[config.mk]
export PLATFORM = sky130hd
export DESIGN_NAME = ifu_fetch_ctrl
export DESIGN_NICKNAME = d
export VERILOG_FILES = /design/src/rtl/ifu_fetch_ctrl.sv
export SDC_FILE = /design/constraint.sdc
export NUM_CORES = 1
export LEC_CHECK = 0
export ABC_CLOCK_PERIOD_IN_PS = 2900
export BUFFER_PORTS_ARGS = -buffer_cell sky130_fd_sc_hd__buf_2
export CAP_MARGIN = 20
export CORE_ASPECT_RATIO = 1.1
export CORE_UTILIZATION = 43
export CTS_BUF_LIST = sky130_fd_sc_hd__clkbuf_8
export DETAILED_ROUTE_END_ITERATION = 10
export PLACE_DENSITY_LB_ADDON = 0.15
export SYNTH_ARGS = -nofsm -noshare
export SYNTH_HDL_FRONTEND = slang
export SYNTH_SLANG_ARGS = --single-unit
[constraint.sdc]
create_clock -name clk -period 2.9 [get_ports clk]
set_input_delay 0.145 -clock clk [delete_from_list [all_inputs] [get_ports clk]]
set_output_delay 0.145 -clock clk [all_outputs]
set_load 0.02 [all_outputs]
[src/rtl/ifu_fetch_ctrl.sv]
// Fetch sequencer: owns the fetch PC, issues one AR/R read at a time and hands {inst, pc, snpc} to D.
// Optional macro IFU_SKID_BUF_EN registers the response in a one-entry HOLD buffer so R is never stalled.
module ifu_fetch_ctrl #(
    parameter logic [31:0] RESET_PC = 32'h8000_0000
) (
    input  logic        clk,
    input  logic        rst,
    output logic [31:0] araddr,
    output logic        arvalid,
    input  logic        arready,
    input  logic [31:0] rdata,
    input  logic [1:0]  rresp,
    input  logic        rvalid,
    output logic        rready,
    input  logic        redirect_valid,
    input  logic [31:0] redirect_pc,
    output logic [31:0] instF,
    output logic [31:0] pcF,
    output logic [31:0] snpcF,
    output logic        m_valid,
    input  logic        m_ready,
    output logic        fetch_err
);

`ifdef IFU_SKID_BUF_EN
    typedef enum logic [1:0] {IDLE, ADDR, WAIT_R, HOLD} state_t;
`else
    typedef enum logic [1:0] {IDLE, ADDR, WAIT_R} state_t;
`endif

    state_t      state;
    logic [31:0] pc;
    logic [31:0] req_addr;
    logic        kill;
    logic        ar_hs;
    logic        r_hs;

    assign arvalid = (state == ADDR);
    assign araddr  = req_addr;
    assign ar_hs   = arvalid & arready;
    assign r_hs    = rvalid & rready;

`ifdef IFU_SKID_BUF_EN
    logic [31:0] inst_q;
    logic [31:0] pc_q;
    logic [31:0] snpc_q;
    logic        err_q;

    assign rready    = (state == WAIT_R);
    // A redirect hides the held entry immediately so it cannot be taken this cycle.
    assign m_valid   = (state == HOLD) & ~redirect_valid;
    assign instF     = inst_q;
    assign pcF       = pc_q;
    assign snpcF     = snpc_q;
    assign fetch_err = m_valid & m_ready & err_q;
`else
    // A killed response is drained regardless of D-stage readiness.
    assign rready    = (state == WAIT_R) & (kill | m_ready);
    assign m_valid   = (state == WAIT_R) & rvalid & ~kill & ~redirect_valid;
    assign instF     = rdata;
    assign pcF       = req_addr;
    assign snpcF     = req_addr + 32'd4;
    assign fetch_err = m_valid & m_ready & (rresp != 2'b00);
`endif

    always_ff @(posedge clk) begin
        if (rst) begin
            state    <= IDLE;
            pc       <= RESET_PC;
            req_addr <= RESET_PC;
            kill     <= 1'b0;
`ifdef IFU_SKID_BUF_EN
            inst_q   <= 32'd0;
            pc_q     <= 32'd0;
            snpc_q   <= 32'd0;
            err_q    <= 1'b0;
`endif
        end else begin
            if (redirect_valid)
                pc <= redirect_pc;
            case (state)
                IDLE: begin
                    req_addr <= redirect_valid ? redirect_pc : pc;
                    state    <= ADDR;
                end
                ADDR: begin
                    // araddr is frozen until accepted; the stale fetch is dropped later.
                    if (redirect_valid)
                        kill <= 1'b1;
                    if (ar_hs)
                        state <= WAIT_R;
                end
                WAIT_R: begin
                    if (r_hs) begin
                        kill  <= 1'b0;
                        state <= ADDR;
                        if (redirect_valid)
                            req_addr <= redirect_pc;
                        else if (kill)
                            req_addr <= pc;
                        else begin
`ifdef IFU_SKID_BUF_EN
                            inst_q <= rdata;
                            pc_q   <= req_addr;
                            snpc_q <= req_addr + 32'd4;
                            err_q  <= (rresp != 2'b00);
                            state  <= HOLD;
`else
                            pc       <= pc + 32'd4;
                            req_addr <= pc + 32'd4;
`endif
                        end
                    end else if (redirect_valid) begin
                        kill <= 1'b1;
                    end
                end
`ifdef IFU_SKID_BUF_EN
                HOLD: begin
                    if (redirect_valid) begin
                        req_addr <= redirect_pc;
                        state    <= ADDR;
                    end else if (m_ready) begin
                        pc       <= pc + 32'd4;
                        req_addr <= pc + 32'd4;
                        state    <= ADDR;
                    end
                end
`endif
                default: state <= IDLE;
            endcase
        end
    end

endmodule
# After elaboration in Yosys (flattened, before gate mapping)
# Index checks and enable logic that the tools add are counted.
totals:
  ff_bits: 67
  input_bits: 72
  output_inout_bits: 132
  wordCells: 42
classes:
  addsub: 2
  n_eq_ne: 4
  n_mux: 15
  n_bitwise: 11
  n_reduce_logical: 6
op_table:
  columns: ["operator", "n"]
  rows:
  - ["$mux 32", 8]
  - ["$add 32x3->32 const B", 2]
  - ["$pmux 32 s2", 1]
  - ["$and 1x1->1", 8]
  - ["$pmux 2 s3", 1]
  - ["$reduce_bool 2->1", 3]
  - ["$mux 2", 2]
  - ["$reduce_and 2->1", 2]
  - ["$eq 2x1->1 const B", 1]
  - ["$eq 2x2->1 const B", 1]
  - ["$logic_not 2->1", 1]
  - ["$mux 1", 2]
  - ["$ne 2x1->1 const B", 1]
  - ["$ne 2x2->1 const B", 1]
  - ["$not 1->1", 2]
  - ["$pmux 1 s2", 1]
  - ["$or 1x1->1", 1]

# Depth between registers and ports, before layout
# Gate-level depths: netlist (run 1).
depth:
  ltp_word: 6
  mapped_depth: 10
  mapped_depth_nobuf: 7

# Worst setup path after synthesis (run 1)
# OpenSTA, ideal clock, no wires.
synth_path:
  kind: "reg-to-reg"
  start: "register pc[3]"
  end: "register pc[22]"
  setup_ns: 0.074
  arrival_ns: 2.119
  t_required_ns: 2.826
  path_slack_ns: 0.707
  stages_incl_launch_ff: 7
  n_path_buf: 1
  period_less_slack_ns: 2.193
  path_cell_list: "dfxtp_1 > ha_1 > nand4_1 > or4_1 > buf_2 > or4_1 > a31oi_1"
synth_between:
  elab_chain_cells: 5
synth_rtl:
  columns: ["element", "line", "text"]
  rows:
  - ["start: declaration", "32", "logic [31:0] pc;"]
  - ["start signal: assignment", "80", "pc <= redirect_pc;"]
  - ["start signal: assignment", "109", "pc <= pc + 32'd4;"]
  - ["$add 32x3->32", "109", null]
  - ["$mux 32", "99", "else if (kill)"]
  - ["$mux 32", "97", "if (redirect_valid)"]
  - ["$mux 32", "94", "if (r_hs) begin"]
  - ["$mux 32", "81", "case (state)"]
# No other way between the ends.
# A chain may end at the register's enable or synchronous reset.

# Worst setup path after layout (run 1)
layout_path:
  start: "register pc[2]"
  end: "register pc[22]"
# Same word-level chain as after synthesis.

==> impl_metrics.py, run 1 <==
metrics = {
    "outcome": {
        "status": "complete, no violations",
    },
    "floorplanning": {
        "die_y_microns": 116.2,
        "start_util_pct": 44.33,
        "fp.dieW_microns": 105.8,
        "pin_count": 204,
        "dieArea_sq_mm": 0.01229,
        "rows": 41,
        "coreArea_sq_mm": 0.01149,
    },
    "layout": {
        "fillers": 1191,
        "design_area_sq_mm": 0.005630,
        "syn_to_final_growth_pct": 10.54,
        "final_nets": 811,
        "drive_gt1_share_pct": 24.63,
        "seq_area_sq_mm": 0.001341,
        "multi_input_comb_area_sq_mm": 0.002999,
        "final_cells": 889,
        "diodes": 0,
        "utilization_pct": 49.00,
    },
    "logic_synthesis": {
        "yosysWarnings": 0,
        "synth-simple-area-share_pct": 26.21,
        "synthTopCellsByCount": "67 x dfxtp_1, 66 x buf_4, 66 x nand2_1",
        "synth_top_family_by_area": "simple AND/OR/NAND/NOR gates",
        "synth_xor_area_share_pct": 8.769,
        "async_flop_share_pct": 0,
        "syn-num-nets": 763,
        "ys.flop_type": "dfxtp_1",
        "synth_most_common_cell": "dfxtp_1",
        "netlist_instances": 686,
        "synth_fa_ha_area_share_pct": 1.228,
        "yosys-top-cells-area": "dfxtp_1 26%, buf_4 9.7%, xnor2_1 6.7%, nand2_1 4.9%, o21ai_0 3.9%",
        "synth_top_area_share_pct": 26.33,
        "synth_compound_area_share_pct": 21.08,
        "synth_edf_count": 0,
        "syn_area_sq_mm": 0.005094,
        "ys_seq_area_share_pct": 26.33,
        "yosysTopAreaCell": "dfxtp_1",
        "ys_ff_latch": 67,
        "synth_area_per_cell_sq_um": 7.425,
        "muxShareOfSynthArea_pct": 1.449,
        "ys_types": 53,
    },
    "timing": {
        "post-route-period-util_pct": 89.57,
        "fin_setup_tns_ns": 0,
        "setup_viol": 0,
        "tightest_slew_ns": 0.7068,
        "period_needed_ns": 2.597,
        "max_slew_margin_pct": 52.88,
        "max_freq_ghz": 0.3850,
        "slew_viol_final": 0,
        "hold_violations": 0,
        "holdWs_ns": 0.03783,
        "rsz0062_at_grt": "false",
        "skew_ns": 0.008039,
    },
    "job": {
        "maxCapViolCount": 0,
    },
    "worst_setup_path": {
        "r2r_setup_slack_ns": 0.30,
        "r2r_end": "pc[22]$_SDFF_PP0_",
        "slowest_delay_ns": 0.75,
        "worstPathRequired_ns": 3.19,
        "cp.arrival_ns": 2.89,
        "cp-end-kind": "flip-flop",
        "crit_type": "flip-flop to flip-flop",
        "r2r_start": "pc[2]$_SDFF_PP0_",
        "cpMostUsedCell": "or4_1",
        "path_buf_inv": 0,
        "reg2reg_depth": 5,
        "cp_max_fo": 8,
        "worstSetupStartpointType": "flip-flop",
        "path_cells": "ha_1 > nand4_1 > or4_1 > or4_1 > a31oi_1",
        "path_delay_family": "simple AND/OR/NAND/NOR gates",
        "crit_slowest_cell": "or4_1",
    },
    "cts": {
        "cts_max_path_buffers": 2,
        "post-cts-setup-buffers": 0,
        "cts_buffers": 9,
        "cts_sinks": 67,
        "insertion_delay_ns": 0.36,
        "ctsResizeCount": 0,
        "cts_tree": "built",
        "cts-hold-fix-buffers": 0,
        "h-tree-depth": 3,
        "clock_tree.root_cell": "clkbuf_8",
        "clk_pin_slew_ns": 0.08,
    },
    "hold_path": {
        "hp-class": "input port to flip-flop",
        "hold_path_depth": 3,
        "min_to": "pc[29]$_SDFF_PP0_",
        "min-delay-start": "redirect_pc[29]",
    },
    "global_route": {
        "grt_max_degree": 64,
        "antenna_found_initial": 0,
        "grt_use_total_pct": 26.53,
        "grt_pass1_vias": 4741,
        "grt_pass1_wl_mm": 25.21,
        "gr-total-overflow": 0,
    },
    "route": {
        "route.vias.total": 5340,
        "routed_wl_mm": 16.54,
        "antenna_left": 0,
        "first_pass_iters": 5,
        "drc": 0,
        "via_per_inst": 6.007,
        "drt_iter0_markers": 438,
        "wl_per_cell_microns": 18.61,
    },
    "placed_design": {
        "post-place-cells": 873,
        "port_buffers": 139,
        "hpwl_mm": 11.82,
        "dpl_cell_area_sq_mm": 0.005436,
        "place_congestion": 0.9090,
    },
    "pwr": {
        "peakVddDrop_v": 0.0002970,
        "powerDensity_mw_per_mm2": 589.7,
        "p_leak_nw": 2.271,
    },
}
## final cells by class
type,count,area share (%)
Timing Repair Buffer,157,15.20
Multi-Input combinational cell,485,53.27
Clock inverter,6,1.000
Inverter,14,0.9333
Clock buffer,10,2.444
Tap cell,150,3.333
Sequential cell,67,23.82
## cells in the final DEF, fill, tap and decap left out, types with 8 or more instances in the layout
cell      synthesis  routed
a211oi_1         10      10
a21oi_1          25      24
a221o_1           8       8
a221oi_1          9       9
a22oi_1           8       8
a31oi_1          16      16
and3_1           14      14
and4_1           10      10
buf_2             8     139
buf_4            66      16
clkbuf_8          0      10
dfxtp_1          67      67
inv_1            13      14
nand2_1          66      66
nand3_1          33      33
nand4_1          22      22
nor2_1           53      53
nor3_1           17      17
nor4_1           12      12
o211ai_1          8       8
o21ai_0          40      39
or3_1            11      11
xnor2_1          39      39
xor2_1           12      12
## worst reg2reg max path: cells and delay by family (launching register included)
family | cells | cell delay [ns]
AND/OR/NAND/NOR | 3 | 1.56
adder cells (fa/ha/maj) | 1 | 0.31
flip-flops | 1 | 0.49
AO/OA/AOI/OAI | 1 | 0.17
## power breakdown
group / switching [mW] / internal [mW] / leakage [nW]
registers: 0.215 / 1.04 / 0.553
clock network: 0.387 / 0.413 / 0.103
logic: 0.812 / 0.454 / 1.61
total: 1.41 / 1.91 / 2.27
## per-stage QoR
stage | setup WS (ns) | total power, mW
global route | 0.1230 | 3.497
CTS | 0.2690 | 3.323
finish | 0.3025 | 3.320
floorplan | 0.7067 | 2.217
detailed placement | 0.3653 | 2.535
global placement | 0.4407 | 2.521
## sequential cells by signal, indices dropped and copies added (netlist names)
name / count
araddr: 32
state: 2
kill: 1
pc: 32
## layer usage
metal  vias up  GRT usage (%)  wire [microns]
met5         -              0               0
met4         0          13.06             449
met3        50          3.516            1313
met2       267          42.05            7417
met1      2502          35.76            7360
li1       2521              -               -
## worst max path at each step
stage                            from                 endpoint  depth (start not counted)
3_5_place_dp         pc[2]$_SDFF_PP0_        pc[22]$_SDFF_PP0_                          5
6_report             pc[2]$_SDFF_PP0_        pc[22]$_SDFF_PP0_                          5
4_1_cts        araddr[2]$_SDFFE_PP0P_                snpcF[22]                          7
5_1_grt        araddr[2]$_SDFFE_PP0P_                snpcF[22]                          7
2_1_floorplan        pc[3]$_SDFF_PP0_        pc[22]$_SDFF_PP0_                          6
3_3_place_gp         pc[2]$_SDFF_PP0_  araddr[22]$_SDFFE_PP0P_                          6
## cell families after synthesis
group	after synthesis
flip-flops	67
AND/OR/NAND/NOR	262
AO/OA/AOI/OAI	160
multiplexers	7
buffers and inverters	134
XOR/XNOR	51
adder cells (fa/ha/maj)	5
No activity file was read; power rests on OpenSTA's default activity.
==> inputs of run 2 (changes only) <==
==> constraint.sdc (replaced) <==
create_clock -name clk -period 2.9 [get_ports clk]
set_input_delay 0.145 -clock clk [delete_from_list [all_inputs] [get_ports clk]]
set_output_delay 0.145 -clock clk [all_outputs]
set_load 0.05 [all_outputs]
==> impl_metrics.py, run 2 (synthesis results as in run 1) <==
metrics = {
    "global_route": {
        "gr-total-overflow": 0,
        "grt_pass1_vias": 4722,
        "grt_pass1_wl_mm": 25.39,
        "grt_max_degree": 64,
        "grt_use_total_pct": 26.70,
        "antenna_found_initial": 0,
    },
    "route": {
        "antenna_left": 0,
        "route.vias.total": 5315,
        "drc": 0,
        "wl_per_cell_microns": 18.55,
        "routed_wl_mm": 16.53,
        "first_pass_iters": 5,
        "via_per_inst": 5.965,
        "drt_iter0_markers": 442,
    },
    "timing": {
        "rsz0062_at_grt": "false",
        "max_slew_margin_pct": 49.44,
        "setup_viol": 0,
        "hold_violations": 0,
        "skew_ns": 0.009382,
        "tightest_slew_ns": 0.7583,
        "max_freq_ghz": 0.3780,
        "post-route-period-util_pct": 91.23,
        "holdWs_ns": 0.03250,
        "fin_setup_tns_ns": 0,
        "slew_viol_final": 0,
        "period_needed_ns": 2.646,
    },
    "pwr": {
        "peakVddDrop_v": 0.0003154,
        "finalPower_mw": 4.023,
        "p_leak_nw": 2.282,
        "powerDensity_mw_per_mm2": 711.5,
    },
    "layout": {
        "drive_gt1_share_pct": 24.83,
        "final_nets": 813,
        "seq_area_sq_mm": 0.001341,
        "syn_to_final_growth_pct": 11.00,
        "mostFrequentLayoutCell": "buf_2",
        "diodes": 0,
        "design_area_sq_mm": 0.005654,
        "fillers": 1196,
        "final_cell_mix": "139 x buf_2, 67 x dfxtp_1, 66 x nand2_1, 53 x nor2_1",
        "multi_input_comb_area_sq_mm": 0.002999,
    },
    "cts": {
        "clock_tree.root_cell": "clkbuf_8",
        "cts_sinks": 67,
        "cts_tree": "built",
        "ctsResizeCount": 0,
        "cts_buffers": 9,
        "clk_pin_slew_ns": 0.08,
        "insertion_delay_ns": 0.37,
        "cts_max_path_buffers": 2,
        "h-tree-depth": 3,
        "cts-hold-fix-buffers": 0,
        "post-cts-setup-buffers": 0,
    },
    "job": {
        "maxCapViolCount": 0,
    },
    "worst_setup_path": {
        "cp-end-kind": "output port",
        "worstPathRequired_ns": 2.76,
        "cp.arrival_ns": 2.50,
        "crit_slowest_cell": "dfxtp_1",
        "crit_type": "flip-flop to output port",
        "path_cells": "ha_1 > and3_1 > nand4_1 > nor2_1 > nand3_1 > xnor2_1 > buf_2",
        "cp_max_fo": 7,
        "worstSetupStartpointType": "flip-flop",
        "slowest_delay_ns": 0.43,
    },
    "floorplanning": {
        "dieArea_sq_mm": 0.01229,
        "rows": 41,
        "pin_count": 204,
        "coreArea_sq_mm": 0.01149,
        "die_y_microns": 116.2,
        "fp.dieW_microns": 105.8,
        "start_util_pct": 44.33,
    },
    "hold_path": {
        "hp-class": "input port to flip-flop",
    },
    "placed_design": {
        "hpwl_mm": 11.73,
        "dpl_cell_area_sq_mm": 0.005426,
        "place_congestion": 0.9379,
        "port_buffers": 139,
    },
    "outcome": {
        "status": "complete, no violations",
    },
}
-- run 2: cell types whose count changed in the layout (fill, tap and decap cells not counted) --
cell       delta
bufinv_16     +1
buf_12        -2
buf_4         +4
clkbuf_8      +1
clkinv_2      -2
-- run 2: layout make-up --
type / instances / share of cell area, %
well taps: 150 / 3.319
clock inverters: 5 / 1.350
flip-flops and latches: 67 / 23.72
repair buffers: 159 / 14.96
clock buffers: 11 / 2.678
inverters: 14 / 0.9294
multi-input cells: 485 / 53.04
-- run 2: power breakdown --
| group | internal (mW) | total (mW) | leakage, nW | switching [mW] |
|---|---|---|---|---|
| Sequential | 1.04 | 1.24 | 0.553 | 0.202 |
| Clock | 0.527 | 0.913 | 0.117 | 0.386 |
| Combinational | 0.462 | 1.87 | 1.61 | 1.41 |
-- run 2: per-layer routing --
layer  up-vias  part of all wire, %  global-route usage, %  routed length, microns
li1       2530                    -                      -                       -
met1      2465                   44                  35.96                    7354
met2       265                   45                  42.35                    7398
met3        55                  8.0                  4.297                    1318
met4         0                  2.7                  11.85                     454
met5         -                    0                      0                       0
-- run 2: worst max-delay path: cells and delay by family (launching register included) --
family                     cells  cell delay, ns
adders and majority gates      1            0.21
DFF                            1            0.43
and+or+nand+nor                4            1.02
buffers and inverters          1            0.29
xor gates and xnor gates       1            0.19
-- run 2: final timing paths --
| path | from | endpoint | slack (ns) | cells after the start |
|---|---|---|---|---|
| worst max-delay path | araddr[2]$_SDFFE_PP0P_ | snpcF[24] | 0.25 | 7 |
| worst min-delay path | redirect_pc[29] | pc[29]$_SDFF_PP0_ | 0.03 | 3 |
| worst max register to register | pc[2]$_SDFF_PP0_ | araddr[22]$_SDFFE_PP0P_ | 0.33 | 6 |
| worst min register to register | pc[1]$_SDFFE_PP0P_ | pc[1]$_SDFFE_PP0P_ | 0.49 | 2 |
-- run 2: per-stage QoR --
step	instances	setup slack (ns)	util [%]
2_1_floorplan	686	0.07585	-
3_3_place_gp	875	0.4667	47.22
3_5_place_dp	875	0.3522	47.22
4_1_cts	891	0.2318	49.21
5_1_grt	891	0.08276	49.21
6_report	891	0.2543	49.21
